--- config.mk ---
export PLATFORM = sky130hd
export DESIGN_NAME = upc_seq
export DESIGN_NICKNAME = d
export VERILOG_FILES = /design/src/rtl/upc_seq.sv
export SDC_FILE = /design/constraint.sdc
export NUM_CORES = 1
export LEC_CHECK = 0
export ABC_AREA = 1
export CORE_MARGIN = 4
export CORE_UTILIZATION = 57
export DETAILED_ROUTE_END_ITERATION = 10
export PLACE_DENSITY = 0.93
export SYNTH_ARGS = -nofsm -noshare
export SYNTH_HDL_FRONTEND = slang
export SYNTH_SLANG_ARGS = --single-unit
--- constraint.sdc ---
create_clock -name clk -period 2.9 [get_ports clk]
set_input_delay 0.58 -clock clk [delete_from_list [all_inputs] [get_ports clk]]
set_output_delay 0.58 -clock clk [all_outputs]
set_load 0.05 [all_outputs]
--- src/rtl/upc_seq.sv ---
// rtl/upc_seq.sv - micro-program sequencer with call/return stack and sticky stack error flags.
// Optional breakpoint/halt logic is built when UPC_SEQ_BREAKPOINT_EN is defined.
module upc_seq #(
  parameter int               UPC_W       = 5,
  parameter int               STACK_DEPTH = 4,
  parameter logic [UPC_W-1:0] RESET_ADDR  = '0
) (
  input  logic                               clk,
  input  logic                               reset,
  input  logic [2:0]                         op_i,
  input  logic                               cond_i,
  input  logic [UPC_W-1:0]                   upc_next_i,
`ifdef UPC_SEQ_BREAKPOINT_EN
  input  logic                               bp_en_i,
  input  logic [UPC_W-1:0]                   bp_addr_i,
  input  logic                               bp_resume_i,
  output logic                               halted_o,
`endif
  output logic [UPC_W-1:0]                   upc_o,
  output logic [$clog2(STACK_DEPTH+1)-1:0]   depth_o,
  output logic                               stk_full_o,
  output logic                               stk_empty_o,
  output logic                               ovf_err_o,
  output logic                               unf_err_o,
  output logic                               wrap_o
);

  localparam int DW = $clog2(STACK_DEPTH + 1);
  localparam int AW = (STACK_DEPTH > 1) ? $clog2(STACK_DEPTH) : 1;
  localparam logic [DW-1:0] FULL_DEPTH = DW'(STACK_DEPTH);

  typedef enum logic [2:0] {
    OP_INCR = 3'd0,
    OP_JUMP = 3'd1,
    OP_BRC  = 3'd2,
    OP_CALL = 3'd3,
    OP_RET  = 3'd4,
    OP_HOLD = 3'd5
  } op_e;

  logic [UPC_W-1:0] upc_q, upc_d;
  logic [DW-1:0]    depth_q, depth_d;
  logic             ovf_q, ovf_d;
  logic             unf_q, unf_d;
  logic             wrap_q, wrap_d;
  logic             push;
  logic             run;
  logic [UPC_W-1:0] stack_q [STACK_DEPTH];

  logic [UPC_W-1:0] upc_inc;
  logic             upc_max;
  logic             full;
  logic             empty;
  logic [AW-1:0]    top_idx;
  logic [AW-1:0]    push_idx;

`ifdef UPC_SEQ_BREAKPOINT_EN
  logic halted_q, halted_d;
  // skip_q suppresses re-halting at the breakpoint we just resumed from until upc moves.
  logic skip_q, skip_d;
  logic bp_hit;
`endif

  assign upc_inc  = upc_q + UPC_W'(1);
  assign upc_max  = &upc_q;
  assign full     = (depth_q == FULL_DEPTH);
  assign empty    = (depth_q == '0);
  assign top_idx  = AW'(depth_q - DW'(1));
  assign push_idx = AW'(depth_q);

  always_comb begin
    upc_d   = upc_q;
    depth_d = depth_q;
    ovf_d   = ovf_q;
    unf_d   = unf_q;
    wrap_d  = 1'b0;
    push    = 1'b0;
`ifdef UPC_SEQ_BREAKPOINT_EN
    bp_hit   = bp_en_i && (upc_q == bp_addr_i) && !skip_q;
    run      = halted_q ? bp_resume_i : !bp_hit;
    halted_d = halted_q ? !bp_resume_i : bp_hit;
`else
    run = 1'b1;
`endif
    if (run) begin
      case (op_i)
        OP_INCR: begin
          upc_d  = upc_inc;
          wrap_d = upc_max;
        end
        OP_JUMP: upc_d = upc_next_i;
        OP_BRC: begin
          if (cond_i) begin
            upc_d = upc_next_i;
          end else begin
            upc_d  = upc_inc;
            wrap_d = upc_max;
          end
        end
        OP_CALL: begin
          upc_d = upc_next_i;
          if (!full) begin
            push    = 1'b1;
            depth_d = depth_q + DW'(1);
          end else begin
            ovf_d = 1'b1;
          end
        end
        OP_RET: begin
          if (!empty) begin
            upc_d   = stack_q[top_idx];
            depth_d = depth_q - DW'(1);
          end else begin
            unf_d = 1'b1;
          end
        end
        default: ;
      endcase
    end
`ifdef UPC_SEQ_BREAKPOINT_EN
    skip_d = (skip_q || (halted_q && bp_resume_i)) && (upc_d == upc_q);
`endif
  end

  always_ff @(posedge clk or posedge reset) begin
    if (reset) begin
      upc_q    <= RESET_ADDR;
      depth_q  <= '0;
      ovf_q    <= 1'b0;
      unf_q    <= 1'b0;
      wrap_q   <= 1'b0;
`ifdef UPC_SEQ_BREAKPOINT_EN
      halted_q <= 1'b0;
      skip_q   <= 1'b0;
`endif
    end else begin
      upc_q    <= upc_d;
      depth_q  <= depth_d;
      ovf_q    <= ovf_d;
      unf_q    <= unf_d;
      wrap_q   <= wrap_d;
`ifdef UPC_SEQ_BREAKPOINT_EN
      halted_q <= halted_d;
      skip_q   <= skip_d;
`endif
    end
  end

  // Stack contents need no reset; only depth_q decides which entries are live.
  always_ff @(posedge clk) begin
    if (push) begin
      stack_q[push_idx] <= upc_inc;
    end
  end

  assign upc_o       = upc_q;
  assign depth_o     = depth_q;
  assign stk_full_o  = full;
  assign stk_empty_o = empty;
  assign ovf_err_o   = ovf_q;
  assign unf_err_o   = unf_q;
  assign wrap_o      = wrap_q;
`ifdef UPC_SEQ_BREAKPOINT_EN
  assign halted_o    = halted_q;
`endif

endmodule
==> results.md <==
* Run status: complete, no violations
* Required time of the critical path at 2320 ps
* Hold bufs inserted after CTS at 0
* Lkg Pwr at 0.880 nW
* Global-route wire length before repair at 5.35 mm
* Area share of the largest cell type after synthesis at 37.0%
* Cell count after synthesis at 179
* Normalized max-slew margin at 65.9%
* Cell mode on critical path: inv_1
* Final period demand of the worst path at 2560 ps
* Drt pass-1 iters at 4
* Routed Antenna Nets at 0
* Net Sw Frac at 47.1%
* Number of register bits inferred by synthesis at 31
* Leading post-synthesis cells by cell area: edfxtp_1, dfrtp_1, nand2_1
* Achievable clock frequency at 391 MHz
* IR Drop Worst-Case VDD at 0.729 mV
* Post-synth net total at 197
* Drt via density at 5.25
* Number of DRC violations after detailed routing at 0
* Total congestion overflow at 0
* P&R area growth vs syn at 18.1%
* Aggregate negative setup slack at 0 ps
* Number of global-route vias before repair at 1217
* Die Y-Extent at 61.4 um
* FF+latch area at 876 sq um
* Maximum number of pins on one net before global-route repair at 16
* Worst min path class: reg -> reg
* Worst Path Arrival at 1980 ps
* Wire length after detailed routing at 3.28 mm
* Sinks on the clock net at 31
* DRT iter0 DRCs at 78
* Unrepaired setup endpoints after global routing: false
* Mean instance size in the synthesized netlist at 9.08 sq um
* Slowest cell on the critical path: dfrtp_1
* Max-cap viol count at 0
* Max Slew Vio Count at 0
* Fin crit share at 88.3%
* Total of fill cells in the finished design at 195
* TritonCTS clock tree: done
* Most common cell after layout, fill and taps aside: nand2_1
* Critical path endpoint category: output pin
* Cell type with the largest total area after synthesis: edfxtp_1
* Number of top-level design ports at 24
* Cell area after synthesis at 1630 sq um
* Worst setup skew after layout at 10.1 ps
* CTS Buffer Depth at 2
* Worst setup SP type: flip-flop
* Final net count at 224
* Synthesis Warnings at 0
* Start-to-end type of the worst setup path: reg -> out
* Sequential fraction of the synthesis area at 53.9%
* Horizontal die dimension at 61.4 um
* Combinational fraction of design power at 51.3%
* Top library cells by usage in the layout, fill and taps aside: nand2_1, inv_1, clkdlybuf4s50_1
* Delay of the slowest cell on the worst path at 640 ps
* Net load switching power at 0.000902 W
* WL/cell at 13.8 um
* Post-CTS setup buffer count at 0
* Power per cell area at 997 nW/um^2
* Core Rows at 19
* Count of buffers from port buffering at 23
* Total Die Area at 3770 sq um
* Reg clk slew, reported paths at 100 ps
* Area used by multi-input combinational logic at 636 sq um
* Number of hold violations in the final report at 0
* Post-synth cell types at 25
* H-tree levels at 2
* Final HPWL DP at 2.51 mm
* Share of cells above drive strength 1 at 10.6%
* Diode count at 0
* Number of buffers and inverters on the critical path at 3
* Root buffer cell: clkbuf_4
* Part of the total power dissipated in sequential elements at 36.3%
* Number of clock buffers inserted by TritonCTS at 5
* Clock share of power at 12.4%
* Worst slew pin tran at 509 ps
* Area of the core at 2730 sq um
* Cell family contributing the most delay on the critical path: flip-flops
* PnR Total Power at 0.00191 W
* Cell-internal power at 0.00101 W
* Via count at 1250
* Crit Path Max Fanout at 15
* Source-to-sink clock delay at the later pin of the worst-skew pair at 330 ps
* Antenna violations before repair at 0
* Gr usage total at 20.6%
* Total of cells resized after clock tree synthesis at 0
* Effective utilization at floorplan at 59.5%
* Final setup fails at 0
* Weighted congestion at the end of routability-driven global placement at 0.907
* Critical Path, Cell by Cell: inv_1 -> ha_1 -> nand2_1 -> inv_1 -> buf_4
sequential cells by signal (all words and copies together) (netlist names):
signal and flops:
upc_o 5, ovf_err_o 1, depth_o 3, wrap_o 1, unf_err_o 1, stack_q 20
per-stage QoR:
stage / cells / instance area, sq um / hold slack (ps) / setup WS (ps) / util (%)
final: 238 / 1920 / 473 / 340 / 70.2
after detailed placement: 230 / 1870 / 456 / 625 / 68.4
after CTS: 238 / 1920 / 477 / 309 / 70.2
after global routing: 238 / 1920 / 508 / 169 / 70.2
after global placement: 230 / 1870 / 444 / 692 / 68.4
after floorplan: 179 / 1630 / 432 / 443 / -
cells by family (layout without fill, tap and decap cells):
| group | count (synthesis) | after routing | synth area share (%) |
|---|---|---|---|
| AND/OR/NAND/NOR | 102 | 102 | 28.4 |
| flip-flops | 31 | 31 | 53.9 |
| buffers and inverters | 28 | 56 | 7.00 |
| adder cells (fa/ha/maj) | 7 | 7 | 5.39 |
| AO/OA/AOI/OAI | 7 | 7 | 2.69 |
| XOR/XNOR | 4 | 4 | 2.62 |
synth_stat cells:
library cell	number
a21o_1	1
nand2_2	5
nor2_2	1
edfxtp_1	20
nor2_1	16
nand3b_1	3
xor2_2	1
buf_2	1
buf_4	2
o21ai_0	2
dfrtp_1	11
inv_1	22
ha_1	7
a21oi_2	1
nand2_4	2
nand2_1	55
nand3_1	17
o21ai_1	2
xor2_1	3
clkinv_1	1
nor2_4	1
nand3_2	1
nand4_1	1
inv_2	2
o21bai_1	1
layout make-up:
cell class              count  area share [%]
clock buffers               7            2.35
clock inverters             1           0.261
inverters                  25            4.89
multi-input cells         120            33.1
flip-flops and latches     31            45.6
well taps                  31            2.02
repair buffers             23            11.7
layer usage:
layer | vias up | track usage, % | routed length (um) | part of all wire (%)
met1 | 569 | 24.8 | 1380 | 42
met2 | 47 | 32.5 | 1560 | 48
met3 | 11 | 6.71 | 229 | 7.0
met4 | 0 | 11.5 | 109 | 3.3
li1 | 623 | - | - | -
met5 | - | 0 | 0 | 0
path summary, 6_finish.rpt:
| kind | from | endpoint | slack, ps | cells after the start |
|---|---|---|---|---|
| min in group asynchronous | reset | depth_o[2]$_DFFE_PP0P_ | 540 | 2 |
| max in group asynchronous | reset | upc_o[4]$_DFFE_PP0P_ | 2050 | 2 |
| min | ovf_err_o$_DFFE_PP0P_ | ovf_err_o$_DFFE_PP0P_ | 470 | 1 |
| min reg2reg | ovf_err_o$_DFFE_PP0P_ | ovf_err_o$_DFFE_PP0P_ | 470 | 1 |
| max reg2reg | depth_o[0]$_DFFE_PP0P_ | stack_q[0][4]$_DFFE_PP_ | 630 | 5 |
| max | depth_o[0]$_DFFE_PP0P_ | stk_full_o | 340 | 5 |
power by group through the flow:
stage               logic (W)  clock network, W  registers (W)
floorplan            0.000522                 0       0.000879
global placement     0.000961                 0       0.000698
detailed placement   0.000975                 0       0.000704
CTS                  0.000982          0.000250       0.000694
global route          0.00107          0.000272       0.000711
finish               0.000982          0.000237       0.000695
Power figures use the tool's default switching activity.
